[src/rtl/trig_watchdog_mc.sv]
// Multi-channel trigger watchdog: each channel arms on its first active-low trigger and
// expires when the trigger stays inactive past a programmable interval.
module trig_watchdog_mc #(
  parameter int unsigned NUM_CH      = 2,
  parameter int unsigned CNT_W       = 26,
  parameter int unsigned TIMEOUT     = 50000000,
  parameter int unsigned SYNC_STAGES = 2,
  parameter int unsigned RST_PULSE   = 16,
  parameter bit          STICKY_RST  = 1'b0
) (
  input  logic              sys_clk_i,
  input  logic              rst_i,
  input  logic [NUM_CH-1:0] trig_b_i,
  input  logic [NUM_CH-1:0] ch_enable_i,
  input  logic [CNT_W-1:0]  timeout_i,
  input  logic              clear_i,
  output logic [NUM_CH-1:0] armed_o,
  output logic [NUM_CH-1:0] timeout_o,
  output logic              wd_rst_o
);

  localparam int unsigned PW = (RST_PULSE > 1) ? $clog2(RST_PULSE) : 1;

  typedef enum logic [1:0] {StIdle, StArmed, StExpired} state_e;

  logic [NUM_CH-1:0] w_expire;
  logic              w_any_expire;

  for (genvar g = 0; g < NUM_CH; g++) begin : g_ch
    logic [SYNC_STAGES-1:0] r_sync;
    state_e                 r_state;
    logic [CNT_W-1:0]       r_cnt;
    logic                   r_armed;
    logic                   r_tmo;
    logic                   w_active;

    always_ff @(posedge sys_clk_i or posedge rst_i) begin
      if (rst_i) begin
        r_sync <= '1;
      end else begin
        r_sync <= {r_sync[SYNC_STAGES-2:0], trig_b_i[g]};
      end
    end

    assign w_active = ~r_sync[SYNC_STAGES-1];

    // A clear or disable in the same cycle swallows the expiry entirely.
    assign w_expire[g] = (r_state == StArmed) && ch_enable_i[g] && !clear_i &&
                         !w_active && (r_cnt == '0);

    always_ff @(posedge sys_clk_i or posedge rst_i) begin
      if (rst_i) begin
        r_state <= StIdle;
        r_cnt   <= CNT_W'(TIMEOUT);
        r_armed <= 1'b0;
        r_tmo   <= 1'b0;
      end else if (clear_i) begin
        r_state <= StIdle;
        r_cnt   <= timeout_i;
        r_armed <= 1'b0;
        r_tmo   <= 1'b0;
      end else if (!ch_enable_i[g]) begin
        r_state <= StIdle;
        r_cnt   <= timeout_i;
        r_armed <= 1'b0;
      end else begin
        case (r_state)
          StIdle: begin
            r_cnt <= timeout_i;
            if (w_active) begin
              r_state <= StArmed;
              r_armed <= 1'b1;
            end
          end
          StArmed: begin
            if (w_active) begin
              r_cnt <= timeout_i;
            end else if (r_cnt != '0) begin
              r_cnt <= r_cnt - CNT_W'(1);
            end else begin
              r_state <= StExpired;
              r_armed <= 1'b0;
              r_tmo   <= 1'b1;
            end
          end
          StExpired: begin
            r_state <= StExpired;
          end
          default: begin
            r_state <= StIdle;
            r_armed <= 1'b0;
          end
        endcase
      end
    end

    assign armed_o[g]   = r_armed;
    assign timeout_o[g] = r_tmo;
  end

  assign w_any_expire = |w_expire;

  logic          r_wd;
  logic [PW-1:0] r_pcnt;

  // Pulse mode ignores events while the pulse is running; it is never extended.
  always_ff @(posedge sys_clk_i or posedge rst_i) begin
    if (rst_i) begin
      r_wd   <= 1'b0;
      r_pcnt <= '0;
    end else if (STICKY_RST) begin
      if (w_any_expire) begin
        r_wd <= 1'b1;
      end
    end else if (!r_wd) begin
      if (w_any_expire) begin
        r_wd   <= 1'b1;
        r_pcnt <= PW'(RST_PULSE - 1);
      end
    end else if (r_pcnt == '0) begin
      r_wd <= 1'b0;
    end else begin
      r_pcnt <= r_pcnt - PW'(1);
    end
  end

  assign wd_rst_o = r_wd;

endmodule

[config.mk]
export PLATFORM = sky130hd
export DESIGN_NAME = trig_watchdog_mc
export DESIGN_NICKNAME = d
export VERILOG_FILES = /design/src/rtl/trig_watchdog_mc.sv
export SDC_FILE = /design/constraint.sdc
export NUM_CORES = 1
export LEC_CHECK = 0
export CORE_MARGIN = 4
export CORE_UTILIZATION = 53
export DETAILED_ROUTE_END_ITERATION = 8
export GPL_TIMING_DRIVEN = 0
export PLACE_DENSITY = 0.87
export REMOVE_ABC_BUFFERS = 1
export SLEW_MARGIN = 20
export SYNTH_ARGS = -nofsm -noshare
export SYNTH_HDL_FRONTEND = slang
export SYNTH_SLANG_ARGS = --single-unit
[constraint.sdc]
create_clock -name sys_clk_i -period 2.6 [get_ports sys_clk_i]
set_input_delay 0.26 -clock sys_clk_i [delete_from_list [all_inputs] [get_ports sys_clk_i]]
set_output_delay 0.26 -clock sys_clk_i [all_outputs]
set_load 0.02 [all_outputs]
==> results of run 1 <==
[critical path, stage by stage (launching register included)]
cell and delay [ns]:
dfrtp_1 0.43, or4_4 0.61, or4_4 0.55, or2_0 0.42, a311oi_1 0.37, nand2_1 0.09
[cell usage after synthesis (all sizes together), types with 4 or more instances]
cell type	count
nor2	51
nand2	43
o21ai	43
a21oi	41
dfrtp	41
dfstp	28
nor3	27
clkbuf	25
nand3	20
nor4	20
inv	19
a31oi	13
ha	11
nand4	10
or4	10
a22oi	8
buf	8
a211oi	6
o22a	6
o22ai	6
o31ai	6
a2bb2oi	5
a32o	5
nand4b	5
o2bb2ai	5
o32ai	5
or3	5
a21o	4
a22o	4
o311ai	4
[repair_timing]
action / in CTS / in global routing
setup endpoints to repair: 54 / 57
buffers inserted: 5 / 5
gates resized for setup: 8 / 11
pin swaps: 3 / 3
gates cloned: 0 / 1
endpoints found under the hold margin: 0 / 0
[cells by family (layout without fill, tap and decap cells)]
group | Yosys count | count (layout) | synth area share
mux | 2 | 2 | 0.004538
xor+xnor | 1 | 1 | 0.001986
compound gates | 178 | 178 | 0.2714
buf+inv | 52 | 89 | 0.04878
fa+ha+maj | 11 | 11 | 0.03120
simple gates | 206 | 207 | 0.2428
flops | 69 | 69 | 0.3993
[metrics by stage]
step | hold slack [ns] | power [mW]
final | 0.2465 | 2.426
after floorplan | 0.2645 | 1.444
after CTS | 0.2545 | 2.417
after global routing | 0.2696 | 2.532
after detailed placement | 0.3473 | 1.590
after global placement | 0.3461 | 1.561
[flip-flops by register name, indices dropped and copies added (netlist names)]
| register | flops |
|---|---|
| g_ch.r_state | 4 |
| g_ch.r_sync | 4 |
| g_ch.r_armed | 2 |
| g_ch.r_cnt | 52 |
| r_pcnt | 4 |
| wd_rst_o | 1 |
| g_ch.r_tmo | 2 |
[worst max path at each step]
stage | to | depth (start not counted) | slack (ns)
floorplan | g_ch[1].r_cnt[18] | 7 | -0.69
global placement | g_ch[1].r_cnt[10] | 5 | -1.84
detailed placement | g_ch[1].r_cnt[12] | 7 | -1.06
CTS | g_ch[1].r_cnt[18] | 8 | -0.03
global route | g_ch[0].r_cnt[18] | 5 | -0.04
finish | g_ch[0].r_cnt[21] | 5 | 0.06
[per-layer routing]
metal / GRT usage / vias to the layer above / routed length [um]
li1: - / 2065 / -
met1: 0.3405 / 2149 / 5345
met2: 0.4065 / 286 / 6079
met3: 0.05330 / 40 / 1229
met4: 0.1061 / 0 / 469
met5: 0 / - / 0
[area by class of cell]
cell class                 instances  share of cell area
multi-input combinational        399              0.4859
sequential                        69              0.3360
timing repair buffer              54              0.1041
clock buffer                      10             0.02625
tap                              105             0.02506
inverter                          19             0.01408
clock inverter                     6            0.008592
[power by group]
part / total [mW] / internal, mW / switching, mW
clock network: 0.829 / 0.379 / 0.450
logic: 0.341 / 0.157 / 0.184
registers: 1.26 / 1.17 / 0.0871
==> flow_metrics.tcl, run 1 <==
set metrics [dict create \
    netlist.area_leader.share 0.2326 \
    cts.path.max_buffers 2 \
    async_flop_share 1.000 \
    cts.sinks 69 \
    slew_violations 0 \
    postRouteAntennaNets 0 \
    setup_violations 0 \
    ys_warn_count 0 \
    hp-class "in2async" \
    track_usage 0.2557 \
    place.gp.congestion 0.8777 \
    clockRootBuffer "clkbuf_8" \
    rrSetupSlack_ns 0.06 \
    maxSlewHeadroom 0.5427 \
    rr_worst_depth 5 \
    synth_largest_area_cell "dfrtp_1" \
    antenna_found_initial 0 \
    fin_nets 596 \
    period_needed_ns 2.538 \
    via_per_inst 6.858 \
    fill_cells 650 \
    fin_area_sq_um 5243 \
    cts_buffers 9 \
    finalHoldViolations 0 \
    tns_ns 0 \
    die_x_um 99.24 \
    rr_startpoint "g_ch[0].r_cnt[10]" \
    place_ws_ns -1.058 \
    worstPathArrival_ns 2.81 \
    dp.cells 635 \
    route.detailed.drc 0 \
    fin_skew_ns 0.01122 \
    avgSynthCellArea_sq_um 8.500 \
    post-dp-hpwl_um 8774 \
    syn_inst 519 \
    grt_pass1_wl_um 20470 \
    fin_cells 662 \
    most-common-layout-cells "nor2_1 (49), nand2_1 (43), a21oi_1 (41), o21ai_0 (41), dfrtp_1 (41)" \
    initial_utilization 0.5396 \
    cts_tree "built" \
    grt_max_degree 42 \
    crit_path_end_kind "flop" \
    synthFlopType "dfrtp_1" \
    post-route-util 0.6413 \
    htreeDepth 3 \
    period_share 0.9761 \
    yosys-top-cells-area "dfrtp_1 (23%), dfstp_2 (17%), a21oi_1 (4.7%)" \
    fin_ws_ns 0.06218 \
    clkLatencyLatePin_ns 0.35 \
    grt.overflow.total 0 \
    hold_buffers 0 \
    vdd_drop_max_mv 0.3974 \
    seq_area_frac_synth 0.3993 \
    core_sq_um 8175 \
    ys_ff_latch 69 \
    fmax_ghz 0.3940 \
    seqCellArea_sq_um 1762 \
    io-pin-count 38 \
    avgRoutedWirePerCell_um 19.82 \
    rows 33 \
    drive_gt1_frac 0.1580 \
    multi_input_area_sq_um 2547 \
    grt_pass1_vias 4172 \
    worstReg2RegEnd "g_ch[0].r_cnt[21]" \
    critPathMaxFanout 10 \
    final_common_cell "nor2_1" \
    clk_pin_slew_ns 0.08 \
    io_buffers 37 \
    area_growth_pct 18.83 \
    die_y_um 99.24 \
    drt-initial-drc-count 503 \
    synth_edf_count 0 \
    dpl_cell_area_sq_um 4880 \
    ys_types 61 \
    maxCapViolations 0 \
    via_count 4540 \
    worstMarginPinSlew_ns 0.6797 \
    critPathKind "reg2reg" \
    netlist_area_sq_um 4412 \
    p_per_area_nw_per_um2 462.7 \
    crit_start "g_ch[0].r_cnt[10]" \
    dr.pass1.iters 6 \
    status "finished clean" \
    start_kind "flop" \
    power_leakage_nw 1.994 \
    diodes 0 \
    dieArea_sq_um 9848 \
    cp.required_ns 2.88 \
    wirelength_um 13120 \
]
Note: power is estimated with default switching activity, not from simulation.
==> run 2, diff against run 1 <==
- ABC_CLOCK_PERIOD_IN_PS: unset -> 2600
- GPL_TIMING_DRIVEN: 0 -> unset
==> run 2 against run 1 <==
Routed wire length increased by 0.89%. Register-to-register slack improved by 0.03 ns. Combinational power is 2% higher. Count of clock-buffer cells in the layout down 1. Sequential power barely moved. Clock skew rose by 0.0096 ns. Maximum frequency rose by 1.2%. Non-clock buffer count increased by 18. First-iteration DRC count rose by 1.6%. Global-route usage up 1.8 points. Critical path depth rose by 1.
==> flow_metrics.tcl, run 2 (same netlist as run 1, synthesis figures left out) <==
set metrics [dict create \
    antenna_found_initial 0 \
    avgRoutedWirePerCell_um 19.50 \
    hp-class "in2async" \
    rows 33 \
    cp.required_ns 2.87 \
    dr.pass1.iters 5 \
    core_sq_um 8175 \
    final_common_cell "nor2_1" \
    cts.sinks 69 \
    slowest_delay_ns 0.62 \
    clockRootBuffer "clkbuf_8" \
    postRouteAntennaNets 0 \
    cts_buffers 9 \
    p_per_area_nw_per_um2 522.1 \
    period_needed_ns 2.508 \
    top_register "g_ch.r_cnt" \
    wirelength_um 13240 \
    tns_ns 0 \
    via_per_inst 6.711 \
    dp.cells 663 \
    grt_pass1_vias 4393 \
    place_ws_ns -0.07169 \
    critPathMaxFanout 8 \
    place.gp.congestion 0.9423 \
    rsz0062_at_grt "no" \
    post-dp-hpwl_um 9475 \
    htreeDepth 3 \
    dieArea_sq_um 9848 \
    die_x_um 99.24 \
    via_count 4557 \
    fin_nets 613 \
    clkLatencyLatePin_ns 0.36 \
    initial_utilization 0.5396 \
    status "finished clean" \
    holdWs_ns 0.2615 \
    total_power_mw 2.792 \
    drive_gt1_frac 0.1585 \
    cts_tree "built" \
    worstMarginPinSlew_ns 0.7225 \
    worstReg2RegEnd "g_ch[0].r_state[1]" \
    rrSetupSlack_ns 0.09 \
    slew_violations 0 \
    rr_startpoint "g_ch[0].r_cnt[10]" \
    area_growth_pct 21.21 \
    grt.overflow.total 0 \
    crit_path_end_kind "flop" \
    fin_area_sq_um 5348 \
    vdd_drop_max_mv 0.2651 \
    rr_worst_depth 6 \
    worstPathArrival_ns 2.78 \
    crit_start "g_ch[0].r_cnt[10]" \
    route.detailed.drc 0 \
    io_buffers 37 \
    fin_cells 679 \
    maxCapViolations 0 \
    io-pin-count 38 \
    diodes 0 \
    track_usage 0.2737 \
    maxSlewHeadroom 0.5117 \
    critPathKind "reg2reg" \
    clk_pin_slew_ns 0.08 \
    die_y_um 99.24 \
    cp_slowest_cell "or4_1" \
    fin_ws_ns 0.09212 \
    largest_reg_flops 52 \
    post-route-util 0.6541 \
    start_kind "flop" \
    cp_cell_sequence "or4_1, or4_4, buf_4, o41ai_4, nand3_1, a21oi_1" \
    grt_pass1_wl_um 21840 \
    cts.path.max_buffers 2 \
    drt-initial-drc-count 511 \
    period_share 0.9646 \
    grt_max_degree 47 \
    finalHoldViolations 0 \
    power_leakage_nw 2.089 \
    fmax_ghz 0.3987 \
    fin_skew_ns 0.02083 \
    dpl_cell_area_sq_um 5056 \
    most-common-layout-cells "nor2_1 (50), nand2_1 (43), a21oi_1 (41), o21ai_0 (41), dfrtp_1 (41)" \
    setup_violations 0 \
]
run 2: final cells by class:
class / instances / area, sq um
Fill cell: 652 / 2828
Multi-Input combinational cell: 398 / 2469
Sequential cell: 69 / 1762
Timing Repair Buffer: 72 / 645.6
Clock inverter: 7 / 145.1
Tap cell: 105 / 131.4
Clock buffer: 9 / 123.9
Inverter: 19 / 71.32
run 2: critical path, delay by kind of cell, from the launching register on:
kind	cells	cell delay, ns
and+or+nand+nor	3	1.29
AOI/OAI and AO/OA	2	0.57
DFF	1	0.38
buffers and inverters	1	0.19
run 2: worst max-delay path by stage:
stage                               endpoint  slack (ns)  cells after the start
after floorplan            g_ch[1].r_cnt[18]       -0.69                      7
after global placement    g_ch[0].r_state[1]        0.06                      6
after detailed placement  g_ch[0].r_state[1]       -0.07                      6
after CTS                 g_ch[0].r_state[1]        0.03                      6
after global routing      g_ch[0].r_state[1]        0.02                      6
final                     g_ch[0].r_state[1]        0.09                      6
run 2: power by group:
group	total, mW	internal [mW]	switching [mW]
Combinational	0.347	0.162	0.186
Clock	1.19	0.739	0.453
Sequential	1.25	1.17	0.0839
run 2: metal layers:
metal  global-route usage  up-vias  wire (um)
met5                    0        -          0
met4              0.09454        0        380
met3              0.06031       33       1292
met2               0.4442      276       6256
met1               0.3627     2160       5311
li1                     -     2088          -
run 2: what timing repair did:
action / CTS / global route
resized for setup: 1 / 3
setup buffers: 0 / 0
setup endpoints to repair: 2 / 8
hold buffers: 0 / 0
